## config.mk

```make
export PLATFORM = sky130hd
export DESIGN_NAME = npu_stream_colorizer
export DESIGN_NICKNAME = d
export VERILOG_FILES = /design/src/rtl/npu_stream_pkg.sv /design/src/rtl/pix_pos_counter.sv /design/src/rtl/npu_stream_colorizer.sv
export SDC_FILE = /design/constraint.sdc
export NUM_CORES = 1
export LEC_CHECK = 0
export ABC_AREA = 1
export ABC_CLOCK_PERIOD_IN_PS = 2200
export BUFFER_PORTS_ARGS = -buffer_cell sky130_fd_sc_hd__buf_2
export CAP_MARGIN = 20
export CORE_MARGIN = 2
export CORE_UTILIZATION = 25
export CTS_CLUSTER_SIZE = 16
export DETAILED_ROUTE_END_ITERATION = 6
export PLACE_DENSITY = 0.45
export SYNTH_ARGS = -nofsm -noshare
export SYNTH_HDL_FRONTEND = slang
export SYNTH_SLANG_ARGS = --single-unit
```

## constraint.sdc

```tcl
create_clock -name clk -period 2.2 [get_ports clk]
set_input_delay 0.33 -clock clk [delete_from_list [all_inputs] [get_ports clk]]
set_output_delay 0.33 -clock clk [all_outputs]
set_load 0.01 [all_outputs]
```

## src/rtl/npu_stream_pkg.sv

```systemverilog
// Shared types and palette for the NPU stream colourising blocks.
// Palette entries are 8-bit per channel and get MSB-aligned to the channel width.
package npu_stream_pkg;

  typedef enum logic [1:0] {
    MODE_GREY  = 2'd0,
    MODE_QUANT = 2'd1,
    MODE_ADAPT = 2'd2
  } mode_t;

  localparam int CH_MAX_W = 12;

  typedef struct packed {
    logic [CH_MAX_W-1:0] r;
    logic [CH_MAX_W-1:0] g;
    logic [CH_MAX_W-1:0] b;
  } rgb_t;

  // RRGGBB: black, blue, green, cyan, red, magenta, yellow, white
  localparam logic [23:0] PALETTE [8] = '{
    24'h000000, 24'h0000FF, 24'h00FF00, 24'h00FFFF,
    24'hFF0000, 24'hFF00FF, 24'hFFFF00, 24'hFFFFFF
  };

  function automatic mode_t to_mode(input logic [1:0] sel);
    mode_t m;
    case (sel)
      2'd1:    m = MODE_QUANT;
      2'd2:    m = MODE_ADAPT;
      default: m = MODE_GREY;
    endcase
    return m;
  endfunction

  // Result sits right-aligned in the low data_w bits of each channel field.
  function automatic logic [CH_MAX_W-1:0] align_ch(input logic [7:0] c, input int data_w);
    logic [CH_MAX_W-1:0] w;
    w = {c, 4'b0000};
    return w >> (CH_MAX_W - data_w);
  endfunction

  function automatic rgb_t palette_px(input logic [2:0] level, input int data_w);
    logic [23:0] e;
    rgb_t px;
    e = PALETTE[level];
    px.r = align_ch(e[23:16], data_w);
    px.g = align_ch(e[15:8], data_w);
    px.b = align_ch(e[7:0], data_w);
    return px;
  endfunction

endpackage

```

## src/rtl/pix_pos_counter.sv

```systemverilog
// Raster x/y position tracker that advances one pixel per qualified cycle.
module pix_pos_counter #(
  parameter int FRAME_W = 1280,
  parameter int FRAME_H = 720,
  localparam int XW = (FRAME_W > 1) ? $clog2(FRAME_W) : 1,
  localparam int YW = (FRAME_H > 1) ? $clog2(FRAME_H) : 1
) (
  input  logic          clk,
  input  logic          reset,
  input  logic          advance,
  output logic [XW-1:0] x,
  output logic [YW-1:0] y,
  output logic          first_px,
  output logic          last_in_line,
  output logic          last_in_frame
);

  assign first_px      = (x == '0) && (y == '0);
  assign last_in_line  = (x == XW'(FRAME_W - 1));
  assign last_in_frame = last_in_line && (y == YW'(FRAME_H - 1));

  always_ff @(posedge clk) begin
    if (reset) begin
      x <= '0;
      y <= '0;
    end else if (advance) begin
      if (last_in_line) begin
        x <= '0;
        y <= last_in_frame ? '0 : y + 1'b1;
      end else begin
        x <= x + 1'b1;
      end
    end
  end

endmodule

```

## src/rtl/npu_stream_colorizer.sv

```systemverilog
// Luminance-to-RGB stream colouriser: grey, fixed palette or previous-frame-minimum
// adaptive palette, with a 2-stage pipeline and frame markers aligned to the output.
module npu_stream_colorizer
  import npu_stream_pkg::*;
#(
  parameter int DATA_W  = 8,
  parameter int FRAME_W = 1280,
  parameter int FRAME_H = 720,
  parameter int LEVELS  = 4
) (
  input  logic              clk,
  input  logic              reset,
  input  logic              de_in,
  input  logic [DATA_W-1:0] data_in,
  input  logic [1:0]        mode_in,
  output logic              de_out,
  output logic [DATA_W-1:0] r_out,
  output logic [DATA_W-1:0] g_out,
  output logic [DATA_W-1:0] b_out,
  output logic              sof_out,
  output logic              eol_out,
  output logic              frame_done
);

  localparam int LW = $clog2(LEVELS);
  localparam int XW = (FRAME_W > 1) ? $clog2(FRAME_W) : 1;
  localparam int YW = (FRAME_H > 1) ? $clog2(FRAME_H) : 1;

  logic [XW-1:0]     pos_x;
  logic [YW-1:0]     pos_y;
  logic              first_px, last_in_line, last_in_frame;
  mode_t             active_mode, cur_mode;
  logic [DATA_W-1:0] min_prev, run_min, min_now, d_adapt, lvl_src;
  logic [LW-1:0]     level;

  logic              s1_de, s1_grey, s1_sof, s1_eol, s1_done;
  logic [DATA_W-1:0] s1_data;
  logic [2:0]        s1_level;
  rgb_t              pal;

  pix_pos_counter #(
    .FRAME_W (FRAME_W),
    .FRAME_H (FRAME_H)
  ) u_pos (
    .clk           (clk),
    .reset         (reset),
    .advance       (de_in),
    .x             (pos_x),
    .y             (pos_y),
    .first_px      (first_px),
    .last_in_line  (last_in_line),
    .last_in_frame (last_in_frame)
  );

  logic unused_pos;
  assign unused_pos = ^{pos_x, pos_y};

  // The frame's first pixel already uses the mode being captured on its cycle.
  assign cur_mode = (de_in && first_px) ? to_mode(mode_in) : active_mode;
  assign d_adapt  = (data_in > min_prev) ? data_in - min_prev : '0;
  assign lvl_src  = (cur_mode == MODE_ADAPT) ? d_adapt : data_in;
  assign level    = lvl_src[DATA_W-1 -: LW];
  assign min_now  = (run_min < data_in) ? run_min : data_in;
  assign pal      = palette_px(s1_level, DATA_W);

  if (DATA_W < CH_MAX_W) begin : g_pal_hi
    logic unused_pal_hi;
    assign unused_pal_hi = ^{pal.r[CH_MAX_W-1:DATA_W], pal.g[CH_MAX_W-1:DATA_W],
                             pal.b[CH_MAX_W-1:DATA_W]};
  end

  always_ff @(posedge clk) begin
    if (reset) begin
      active_mode <= MODE_GREY;
      min_prev    <= '0;
      run_min     <= '1;
      s1_de       <= 1'b0;
      s1_data     <= '0;
      s1_grey     <= 1'b0;
      s1_level    <= '0;
      s1_sof      <= 1'b0;
      s1_eol      <= 1'b0;
      s1_done     <= 1'b0;
    end else begin
      s1_de <= de_in;
      if (de_in) begin
        s1_data  <= data_in;
        s1_grey  <= (cur_mode == MODE_GREY);
        s1_level <= 3'(level);
        s1_sof   <= first_px;
        s1_eol   <= last_in_line;
        s1_done  <= last_in_frame;
        if (first_px) active_mode <= cur_mode;
        if (last_in_frame) begin
          min_prev <= min_now;
          run_min  <= '1;
        end else begin
          run_min  <= min_now;
        end
      end
    end
  end

  always_ff @(posedge clk) begin
    if (reset) begin
      de_out     <= 1'b0;
      r_out      <= '0;
      g_out      <= '0;
      b_out      <= '0;
      sof_out    <= 1'b0;
      eol_out    <= 1'b0;
      frame_done <= 1'b0;
    end else begin
      de_out     <= s1_de;
      sof_out    <= s1_de && s1_sof;
      eol_out    <= s1_de && s1_eol;
      frame_done <= s1_de && s1_done;
      if (s1_de) begin
        r_out <= s1_grey ? s1_data : pal.r[DATA_W-1:0];
        g_out <= s1_grey ? s1_data : pal.g[DATA_W-1:0];
        b_out <= s1_grey ? s1_data : pal.b[DATA_W-1:0];
      end
    end
  end

endmodule

```

After elaboration in Yosys (flattened, before gate mapping)
Memory sizes are Yosys's and may differ from the RTL's.
Index checks and enable logic that the tools add are counted.
{"block": "classes", "add_sub_neg": 3, "order_cmp": 3, "n_eq_ne": 5, "n_mux": 13, "bitwise_logic": 1, "reduce_logical": 12}
{"cell": "$mux W8", "count": 7}
{"cell": "$mux W24", "count": 2}
{"cell": "$add A11 B1 Y11 const B", "count": 1}
{"cell": "$eq A11 B11 Y1 const B", "count": 1}
{"cell": "$logic_not A11 Y1", "count": 1}
{"cell": "$mux W11", "count": 1}
{"cell": "$add A10 B1 Y10 const B", "count": 1}
{"cell": "$eq A10 B10 Y1 const B", "count": 1}
{"cell": "$logic_not A10 Y1", "count": 1}
{"cell": "$mux W10", "count": 1}
{"cell": "$gt A8 B8 Y1", "count": 1}
{"cell": "$lt A8 B8 Y1", "count": 1}
{"cell": "$sub A8 B8 Y8", "count": 1}
{"cell": "$logic_and A1 B1 Y1", "count": 6}
{"cell": "$reduce_and A2 Y1", "count": 3}
{"cell": "$eq A2 B2 Y1 const B", "count": 2}
{"cell": "$ge A4 B4 Y1 const B", "count": 1}
{"cell": "$not A2 Y4", "count": 1}
{"cell": "$pmux W2 S2", "count": 1}
{"cell": "$eq A2 B1 Y1 const B", "count": 1}
{"cell": "$logic_not A2 Y1", "count": 1}
{"cell": "$mux W2", "count": 1}
{"block": "word_totals", "register_bits": 82, "mem_bits_ro": 192, "elab_cells": 57, "memories": 1}
{"name": "(name not given)", "words": 8, "word_bits": 24, "read_ports": 1, "rd_ports_with_merged_regs": 0, "write_ports": 0, "line_no": "npu_stream_pkg.sv:45", "text": "e = PALETTE[level];"}

Longest topological paths before layout
Gate-level depths: netlist (run 1).
{"block": "depth", "depth_word": 6, "depth_mapped": 13, "mapped_depth_nobuf": 13}

By module
From an unflattened synthesis (run 1), not the netlist that was laid out.
{"block": "unflattened", "hier_cells": 564, "hier_area_um2": 3986.3}
{"mod": "npu_stream_colorizer", "n_inst": 1, "cells_per_inst": 366, "area_per_inst_um2": 2677.6}
{"mod": "pix_pos_counter", "n_inst": 1, "cells_per_inst": 198, "area_per_inst_um2": 1308.8}

Worst setup path after synthesis (run 1)
No wires, ideal clock.
{"block": "synth_timing", "path_type": "reg-to-reg", "start": "reg u_pos.x[0]", "end": "reg min_prev[0]", "setup_time_ns": 0.113, "arrival_ns": 1.654, "path_slack_ns": 0.433, "stages_incl_launch_ff": 13, "n_path_buf": 1, "period_less_slack_ns": 1.767, "cell_sequence": "dfxtp_1 ha_1 nand2_2 nor2_4 nand2_2 nor2_4 nand3_2 or2_4 nand2_2 buf_6 inv_2 nand2_1 nand2_1"}
{"block": "synth_between", "elab_chain_cells": 3}
{"item": "from (decl)", "line_no": "pix_pos_counter.sv:11", "text": "output logic [XW-1:0] x,"}
{"item": "from (signal assigned)", "line_no": "pix_pos_counter.sv:31", "text": "x <= x + 1'b1;"}
{"item": "$eq A11 B11 Y1", "line_no": "pix_pos_counter.sv:19", "text": "assign last_in_line = (x == XW'(FRAME_W - 1));"}
{"item": "$logic_and A1 B1 Y1", "line_no": "pix_pos_counter.sv:20", "text": "assign last_in_frame = last_in_line && (y == YW'(FRAME_H - 1));"}
{"item": "$reduce_and A2 Y1 (no line)"}
{"item": "to (signal assigned)", "line_no": "npu_stream_colorizer.sv:95", "text": "min_prev <= min_now;"}
{"item": "to (decl)", "line_no": "npu_stream_colorizer.sv:33", "text": "logic [DATA_W-1:0] min_prev, run_min, min_now, d_adapt, lvl_src;"}
Every way passes these cells.
A chain may end at the register's enable or synchronous reset.

Worst setup path after layout (run 1)
{"block": "layout_timing", "start": "reg u_pos.x[0]", "end": "reg min_prev[6]"}
The elaborated chain is that of the path after synthesis.

==> results of run 1 <==
## cell type report
cell class                      instances  area share (%)
Clock buffer                           10            5.04
Clock inverter                          6            1.60
Inverter                               59            4.87
Multi-Input combinational cell        353            41.1
Sequential cell                        82            36.1
Tap cell                              188            5.17
Timing Repair Buffer                   49            6.16
## how the worst max path moves through the flow
| stage | depth (start not counted) | slack [ns] | end |
|---|---|---|---|
| 6_report | 10 | 0.24 | min_prev[6] |
| 2_1_floorplan | 12 | 0.43 | min_prev[0] |
| 5_1_grt | 10 | 0.05 | min_prev[4] |
| 3_3_place_gp | 10 | 0.15 | run_min[0] |
| 4_1_cts | 10 | 0.16 | min_prev[2] |
| 3_5_place_dp | 10 | 0.17 | min_prev[1] |
## power breakdown
group	leakage [nW]	switching, W	internal (W)
Combinational	1.13	0.000238	0.000135
Sequential	0.671	0.0000401	0.00155
Clock	0.149	0.000648	0.000896
Total	1.95	0.000926	0.00258
## kinds of logic (layout without fill, tap and decap cells)
family | Yosys count | in the layout | synth area share (%)
simple gates | 210 | 210 | 24.9
fa+ha+maj | 19 | 19 | 6.27
xor+xnor | 5 | 5 | 1.15
flops | 82 | 82 | 43.3
buf+inv | 75 | 124 | 7.65
compound gates | 119 | 119 | 16.8
## per-stage QoR
stage / worst slack [ns] / area [um2] / total power (W) / utilization (%) / hold slack (ns)
floorplan: 0.433 / 3790 / 0.00186 / - / 0.419
global placement: 0.154 / 4240 / 0.00199 / 28.2 / 0.441
detailed placement: 0.172 / 4240 / 0.00199 / 28.2 / 0.444
CTS: 0.164 / 4540 / 0.00355 / 30.2 / 0.326
global route: 0.0519 / 4550 / 0.00366 / 30.2 / 0.346
finish: 0.245 / 4550 / 0.00351 / 30.2 / 0.328
## repair_timing
| item | 4_1_cts | 5_1_grt |
|---|---|---|
| setup endpoints to repair | 0 | 5 |
| buffers inserted | 0 | 0 |
| resized for setup | 0 | 1 |
## placed cells by master (no fill, tap or decap), types with 8 or more instances in the layout
| master | n |
|---|---|
| buf_4 | 8 |
| nand3b_1 | 8 |
| ha_1 | 19 |
| clkbuf_16 | 9 |
| dfxtp_1 | 82 |
| nand2_1 | 88 |
| inv_1 | 56 |
| nand3_1 | 29 |
| a21oi_1 | 61 |
| nor2_1 | 58 |
| o21ai_0 | 43 |
| buf_2 | 40 |
## flip-flops by register name, summed over array words and instances (netlist names)
signal	count
sof_out	1
s1_level	2
u_pos.y	10
r_out	8
u_pos.x	11
frame_done	1
active_mode	2
s1_sof	1
b_out	8
s1_data	8
g_out	8
s1_done	1
s1_de	1
eol_out	1
run_min	8
s1_eol	1
de_out	1
min_prev	8
s1_grey	1
## layer usage
layer  up-vias  routed length, um  track usage, %
li1       1773                  -               -
met1      1552               4810            16.6
met2        35               4490            19.8
met3        10                281            3.56
met4         0                138            3.49
met5         -                  0               0
## worst register-to-register path: cells and delay by family (launching register included)
family          cells  cell delay [ns]
fa+ha+maj           1             0.22
flops               1             0.38
compound gates      1             0.07
simple gates        8             1.22
==> impl_metrics.yaml, run 1 <==
min_path:
  min_path_type: "primary input to flop"
  hold_end: "s1_data[3]"
  hold_start: "data_in[3]"
  whs_path_depth: 3
detailed_routing:
  avgRoutedWirePerCell_um: 13.0
  drc_errors: 0
  first_pass_iters: 4
  antenna_left: 0
  routed-via-count: 3370
  via_per_inst: 4.51
  postRouteWirelength_mm: 9.72
  drt-initial-drc-count: 171
placement:
  dp_hpwl_mm: 7.23
  dpl.cell_count: 731
  io_buffers: 40
  gp_congestion: 0.801
floorplan:
  core_area_um2: 15000
  die_height_um: 127
  die_w_um: 127
  initial_core_util_pct: 25.2
  pin_count: 41
  die_area_um2: 16200
  rows: 45
global_route:
  antenna_found_initial: 0
  grt_overflow: 0
  grt_pass1_wl_mm: 16.1
  grt_start_max_net_pins: 33
  grt_pass1_vias: 3240
  grt_use_total_pct: 12.5
cts:
  clk_path_buf_depth: 2
  clk_latency_ns: 0.35
  cts_tree: "done"
  numClockSinks: 82
  cts-buffers-inserted: 9
  cts_hold_buf: 0
  h-tree-depth: 3
  cts_root_buffer: "clkbuf_16"
  clkSlewWorstSetupHoldPaths_ns: 0.07
sta:
  rsz0062_at_grt: "false"
  drv_slew: 0
  setup_violations: 0
  hold_viol: 0
  fin_tns_setup_ns: 0
  skew_ns: 0.0109
  fmax_ghz: 0.512
  fin_crit_sh_pct: 88.9
  worst_pin_slew_ns: 0.413
  maxSlewHeadroom_pct: 72.4
  period_needed_ns: 1.96
synth:
  ys_top_cells_by_count: "nand2_1, dfxtp_1, a21oi_1"
  synth_cell_types: 36
  synth_nets: 542
  ys_ff_latch: 82
  synth_most_common_cell: "nand2_1"
  synth_top_area_cell: "dfxtp_1"
  syn_avg_cell_area_um2: 7.44
  ys_async_sr_fraction_pct: 0
  synth_area_leaders: "dfxtp_1, nand2_1, a21oi_1, ha_1, nor2_1"
  ys.flop_type: "dfxtp_1"
  synth_edf_count: 0
  yosys_warnings: 0
  syn-cell-area_um2: 3790
  syn_inst: 510
  synth_top_area_share_pct: 43.3
  seq_area_frac_synth_pct: 43.3
cells_and_area:
  multi_input_area_um2: 1870
  regArea_um2: 1640
  fillers: 1615
  fin_cells: 747
  drive_gt1_share_pct: 14.7
  nNetsFinal: 586
  diodes: 0
  syn_to_final_growth_pct: 19.9
worst_setup_path:
  worstSetupPathType: "flop to flop"
  end_kind: "flop"
  cpLargestDelayFamily: "simple AND/OR/NAND/NOR gates"
  crit_chain: "ha_1 > nand2_2 > nor2_4 > nand2_2 > nor2_4 > nand3_2 > or2_4 > nor2_4 > nand3_1 > o21ai_0"
  crit_path_start_kind: "flop"
  reg2reg_slack_ns: 0.24
  arrival_ns: 2.23
  path_buf_inv: 0
  critPathMaxStageDelay_ns: 0.38
  critPathLaunch: "u_pos.x[0]"
  reg2regPathDepth: 10
  crit_required_ns: 2.48
  r2r-end: "min_prev[6]"
  timing.rr.start: "u_pos.x[0]"
  crit_top_cell: "nor2_4"
  path_max_fanout: 8
  slowest_stage: "dfxtp_1"
power_and_ir_drop:
  power.leakage_nw: 1.95
  ir_drop_uv: 449
  power_density_nw_per_um2: 771
job:
  maxCapViolCount: 0
run_status:
  outcome: "finished clean"
(Power assumes the default switching activity.)
==> run 2: changes to the inputs <==
--- a/config.mk
+++ b/config.mk
@@ -14,6 +14,7 @@
 export CTS_CLUSTER_SIZE = 16
 export DETAILED_ROUTE_END_ITERATION = 6
 export PLACE_DENSITY = 0.45
+export RECOVER_POWER = 100
 export SYNTH_ARGS = -nofsm -noshare
 export SYNTH_HDL_FRONTEND = slang
 export SYNTH_SLANG_ARGS = --single-unit
==> run 2 against run 1 <==
Core utilization fell by 0.32 points. Power down 0.21%. Final cell count stayed put. First-iteration DRC count decreased by 2.9%. Setup slack lost 0.0081 ns. Critical path depth stayed put. Via count increased by 0.56%. Hold slack better by 0.00062 ns. Die area stayed put. Design area is 1.0% lower. Clock power about the same. Critical path type unchanged.
==> impl_metrics.yaml, run 2 (synthesis results as in run 1) <==
worst_setup_path:
  crit_chain: "ha_1 > nand2_2 > nor2_4 > nand2_2 > nor2_4 > nand3_2 > or2_4 > nor2_4 > nand3_1 > o21ai_0"
  end_kind: "flop"
  slowest_stage: "dfxtp_1"
  arrival_ns: 2.24
  path_max_fanout: 8
  worstSetupPathType: "flop to flop"
  crit_required_ns: 2.48
  crit_top_cell: "nor2_4"
  critPathMaxStageDelay_ns: 0.38
  crit_path_start_kind: "flop"
  cpLargestDelayFamily: "simple AND/OR/NAND/NOR gates"
  path_buf_inv: 0
cts:
  clkSlewWorstSetupHoldPaths_ns: 0.07
  post_cts_buffers: 0
  h-tree-depth: 3
  clk_latency_ns: 0.35
  clk_path_buf_depth: 2
  cts_root_buffer: "clkbuf_16"
  cts_tree: "done"
  numClockSinks: 82
  cts-buffers-inserted: 9
floorplan:
  die_w_um: 127
  die_area_um2: 16200
  die_height_um: 127
  initial_core_util_pct: 25.2
  pin_count: 41
  rows: 45
  core_area_um2: 15000
job:
  maxCapViolCount: 0
cells_and_area:
  nNetsFinal: 586
  top_regs: "u_pos.x (11), u_pos.y (10)"
  mostFrequentLayoutCells: "nand2_1, dfxtp_1, a21oi_1, nor2_1, inv_1"
  final_common_cell: "nand2_1"
  final_area_um2: 4500
  largest_reg_flops: 11
  drive_gt1_share_pct: 8.77
  diodes: 0
  syn_to_final_growth_pct: 18.6
  largest-register: "u_pos.x"
detailed_routing:
  avgRoutedWirePerCell_um: 13.1
  routed-via-count: 3389
  antenna_left: 0
  drt-initial-drc-count: 166
  drc_errors: 0
  first_pass_iters: 5
  via_per_inst: 4.54
  postRouteWirelength_mm: 9.76
sta:
  skew_ns: 0.0111
  fin_ws_ns: 0.237
  maxSlewHeadroom_pct: 11.5
  period_needed_ns: 1.96
  fin_crit_sh_pct: 89.2
  drv_slew: 0
  rsz0062_at_grt: "false"
  worst_pin_slew_ns: 1.33
  fin_tns_setup_ns: 0
  hold_viol: 0
  fmax_ghz: 0.509
  setup_violations: 0
global_route:
  grt_use_total_pct: 12.5
  grt_overflow: 0
  antenna_found_initial: 0
  grt_start_max_net_pins: 33
  grt_pass1_vias: 3240
  grt_pass1_wl_mm: 16.1
min_path:
  min_path_type: "primary input to flop"
placement:
  pre_cts_ws_ns: 0.172
  io_buffers: 40
  dp_hpwl_mm: 7.23
  gp_congestion: 0.801
  placed_cell_area_um2: 4240
power_and_ir_drop:
  ir_drop_uv: 450
  power_density_nw_per_um2: 777
  power.leakage_nw: 1.82
run_status:
  outcome: "finished clean"
run 2: final timing paths:
check | start | slack [ns] | endpoint | cells after the start
worst max-delay path | u_pos.x[0] | 0.24 | min_prev[1] | 10
worst min-delay path | data_in[3] | 0.33 | s1_data[3] | 3
worst max register to register | u_pos.x[0] | 0.24 | min_prev[1] | 10
worst min register to register | s1_done | 0.45 | frame_done | 2
run 2: power by group:
part           switching, W  internal, W
registers         0.0000410      0.00155
clock network      0.000650     0.000896
logic              0.000238     0.000125
total              0.000929      0.00257
run 2: layer usage:
metal | GRT usage (%) | vias to the layer above | share of wire (%)
met2 | 19.8 | 51 | 46
met5 | 0 | - | 0
met1 | 16.6 | 1554 | 49
met4 | 3.49 | 0 | 1.5
met3 | 3.56 | 13 | 3.8
li1 | - | 1771 | -
run 2: worst reg2reg max path, stage by stage (launching register included):
cell and delay [ns]:
dfxtp_1 0.38, ha_1 0.22, nand2_2 0.09, nor2_4 0.12
nand2_2 0.09, nor2_4 0.18, nand3_2 0.13, or2_4 0.29
nor2_4 0.20, nand3_1 0.11, o21ai_0 0.08
run 2: timing repair:
action / CTS / global route
setup endpoints to repair: 0 / 5
hold buffers: 0 / 0
resized for setup: 0 / 1
endpoints found under the hold margin: 0 / 0
run 2: through the flow:
step	hold slack (ns)	cells	util [%]	power [W]
after global placement	0.441	731	28.2	0.00199
after detailed placement	0.444	731	28.2	0.00199
after global routing	0.346	747	29.9	0.00365
after floorplan	0.419	510	-	0.00186
final	0.329	747	29.9	0.00350
after CTS	0.326	747	30.2	0.00355
run 2: cell type report:
class	count	area, um2
tap	188	235
clock buffer	10	229
clock inverter	6	72.6
fill	1634	10500
timing repair buffer	49	233
inverter	59	221
multi-input combinational	353	1870
sequential	82	1640
==> run 3: changes to the inputs <==
--- a/config.mk
+++ b/config.mk
@@ -6,7 +6,7 @@
 export NUM_CORES = 1
 export LEC_CHECK = 0
 export ABC_AREA = 1
-export ABC_CLOCK_PERIOD_IN_PS = 2200
+export ABC_CLOCK_PERIOD_IN_PS = 2250
 export BUFFER_PORTS_ARGS = -buffer_cell sky130_fd_sc_hd__buf_2
 export CAP_MARGIN = 20
 export CORE_MARGIN = 2
==> constraint.sdc (replaced) <==
create_clock -name clk -period 2.25 [get_ports clk]
set_input_delay 0.3375 -clock clk [delete_from_list [all_inputs] [get_ports clk]]
set_output_delay 0.3375 -clock clk [all_outputs]
set_load 0.01 [all_outputs]
==> run 3 against run 2 <==
Critical path type unchanged. Largest cell class unchanged. Via count down 0.62%. Global-route usage rose by 0.066 points. Sequential power shrank 3%. Highest routed layer unchanged. Sequential cell count is the same. Register-to-register slack improved by 0.02 ns. Setup slack gained 0.023 ns. Clock power decreased by 6%. First-iteration DRC count rose by 13%. Critical path depth rose by 1. Final cell count fell by 0.13%. Routed wire length down 0.80%.
==> impl_metrics.yaml, run 3 (synthesis results as in run 1) <==
worst_setup_path:
  path_buf_inv: 1
  r2r-end: "run_min[1]"
  reg2reg_slack_ns: 0.26
  arrival_ns: 2.27
  worstSetupPathType: "flop to flop"
  end_kind: "flop"
  path_max_fanout: 15
  critPathMaxStageDelay_ns: 0.37
  crit_chain: "ha_1 > nand2_1 > nor2_4 > nand2_2 > nor2_4 > nand3_2 > or2_4 > nand2_2 > buf_4 > a21oi_1 > nand2_1"
  reg2regPathDepth: 11
  crit_required_ns: 2.53
  timing.rr.start: "u_pos.x[0]"
  critPathLaunch: "u_pos.x[0]"
  cpLargestDelayFamily: "simple AND/OR/NAND/NOR gates"
  crit_path_start_kind: "flop"
  slowest_stage: "dfxtp_1"
power_and_ir_drop:
  power.total_w: 0.00336
  p_switching_w: 0.000874
  p_int_w: 0.00249
  clock_power_share_pct: 43.5
  p_seq_share_pct: 46.2
  power.leakage_nw: 1.80
  power_density_nw_per_um2: 754
  ir_drop_uv: 353
  power_frac_comb_pct: 10.3
  swShare_pct: 26.0
cts:
  clkSlewWorstSetupHoldPaths_ns: 0.06
  cts_hold_buf: 0
  numClockSinks: 82
  cts_resized: 0
  cts-buffers-inserted: 9
  cts_tree: "done"
  post_cts_buffers: 0
  cts_root_buffer: "clkbuf_16"
  clk_latency_ns: 0.34
  h-tree-depth: 3
  clk_path_buf_depth: 2
global_route:
  grt_pass1_vias: 3265
  grt_overflow: 0
  grt_use_total_pct: 12.5
  grt_start_max_net_pins: 33
  antenna_found_initial: 0
  grt_pass1_wl_mm: 16.2
cells_and_area:
  fillers: 1631
  regArea_um2: 1640
  diodes: 0
  largest-register: "u_pos.x"
  drive_gt1_share_pct: 8.60
  top_regs: "u_pos.x (11), u_pos.y (10)"
  multi_input_area_um2: 1860
  fin_cells: 746
  final_common_cell: "nand2_1"
  syn_to_final_growth_pct: 17.6
  mostFrequentLayoutCells: "nand2_1, dfxtp_1, a21oi_1, nor2_1, inv_1"
  largest_reg_flops: 11
  nNetsFinal: 585
job:
  maxCapViolCount: 0
sta:
  period_needed_ns: 1.99
  rsz0062_at_grt: "false"
  fmax_ghz: 0.503
  skew_ns: 0.00692
  fin_crit_sh_pct: 88.4
  maxSlewHeadroom_pct: 13.7
  fin_ws_ns: 0.260
  fin_tns_setup_ns: 0
  hold_ws_ns: 0.344
  drv_slew: 0
  hold_viol: 0
  setup_violations: 0
  worst_pin_slew_ns: 1.29
min_path:
  hold_start: "data_in[5]"
  whs_path_depth: 3
  hold_end: "s1_data[5]"
  min_path_type: "primary input to flop"
detailed_routing:
  drt-initial-drc-count: 188
  drc_errors: 0
  via_per_inst: 4.51
  routed-via-count: 3368
  wl_met1_mm: 4.69
  top_layer_used: "met4"
  postRouteWirelength_mm: 9.68
  avgRoutedWirePerCell_um: 13.0
  antenna_left: 0
  first_pass_iters: 5
  wl_met3_um: 316
  dr_wl_met2_mm: 4.55
floorplan:
  pin_count: 41
  initial_core_util_pct: 25.2
  core_area_um2: 15000
  die_area_um2: 16200
  die_height_um: 127
  die_w_um: 127
  rows: 45
placement:
  gp_congestion: 0.809
  dp_hpwl_mm: 7.21
  pre_cts_ws_ns: 0.270
  io_buffers: 40
  dpl.cell_count: 730
run_status:
  outcome: "finished clean"
==> run 3: area by class of cell <==
type / count / share of cell area [%]
Inverter: 59 / 4.96
Clock inverter: 7 / 1.54
Tap cell: 188 / 5.27
Sequential cell: 82 / 36.8
Multi-Input combinational cell: 353 / 41.6
Clock buffer: 9 / 5.05
Timing Repair Buffer: 48 / 4.77
==> run 3: worst max path at each step <==
stage	end	slack, ns	cells after the start
2_1_floorplan	min_prev[0]	0.48	12
3_3_place_gp	min_prev[1]	0.29	10
3_5_place_dp	min_prev[3]	0.27	10
4_1_cts	min_prev[3]	0.28	10
5_1_grt	u_pos.y[1]	0.07	6
6_report	run_min[1]	0.26	11
==> run 3: per-stage QoR <==
stage               instance area, um2  utilization, %
floorplan                         3790               -
global placement                  4220            28.1
detailed placement                4220            28.1
CTS                               4510            30.0
global route                      4460            29.7
finish                            4460            29.7
==> run 3: power groups by stage <==
stage	Sequential (W)	Combinational [W]	Clock [W]
final	0.00155	0.000347	0.00146
after global routing	0.00156	0.000398	0.00159
after global placement	0.00158	0.000356	0
after detailed placement	0.00158	0.000358	0
after CTS	0.00155	0.000361	0.00151
after floorplan	0.00159	0.000231	0
==> run 3: per-layer routing <==
layer,vias to the layer above,track usage [%]
met5,-,0
met4,0,3.62
met3,11,3.22
met2,47,20.3
met1,1544,16.5
li1,1766,-
==> run 3: worst register-to-register path, cell delays in order (launching register included) <==
cell	delay (ns)
dfxtp_1	0.37
ha_1	0.20
nand2_1	0.11
nor2_4	0.13
nand2_2	0.09
nor2_4	0.12
nand3_2	0.10
or2_4	0.27
nand2_2	0.14
buf_4	0.23
a21oi_1	0.06
nand2_1	0.10
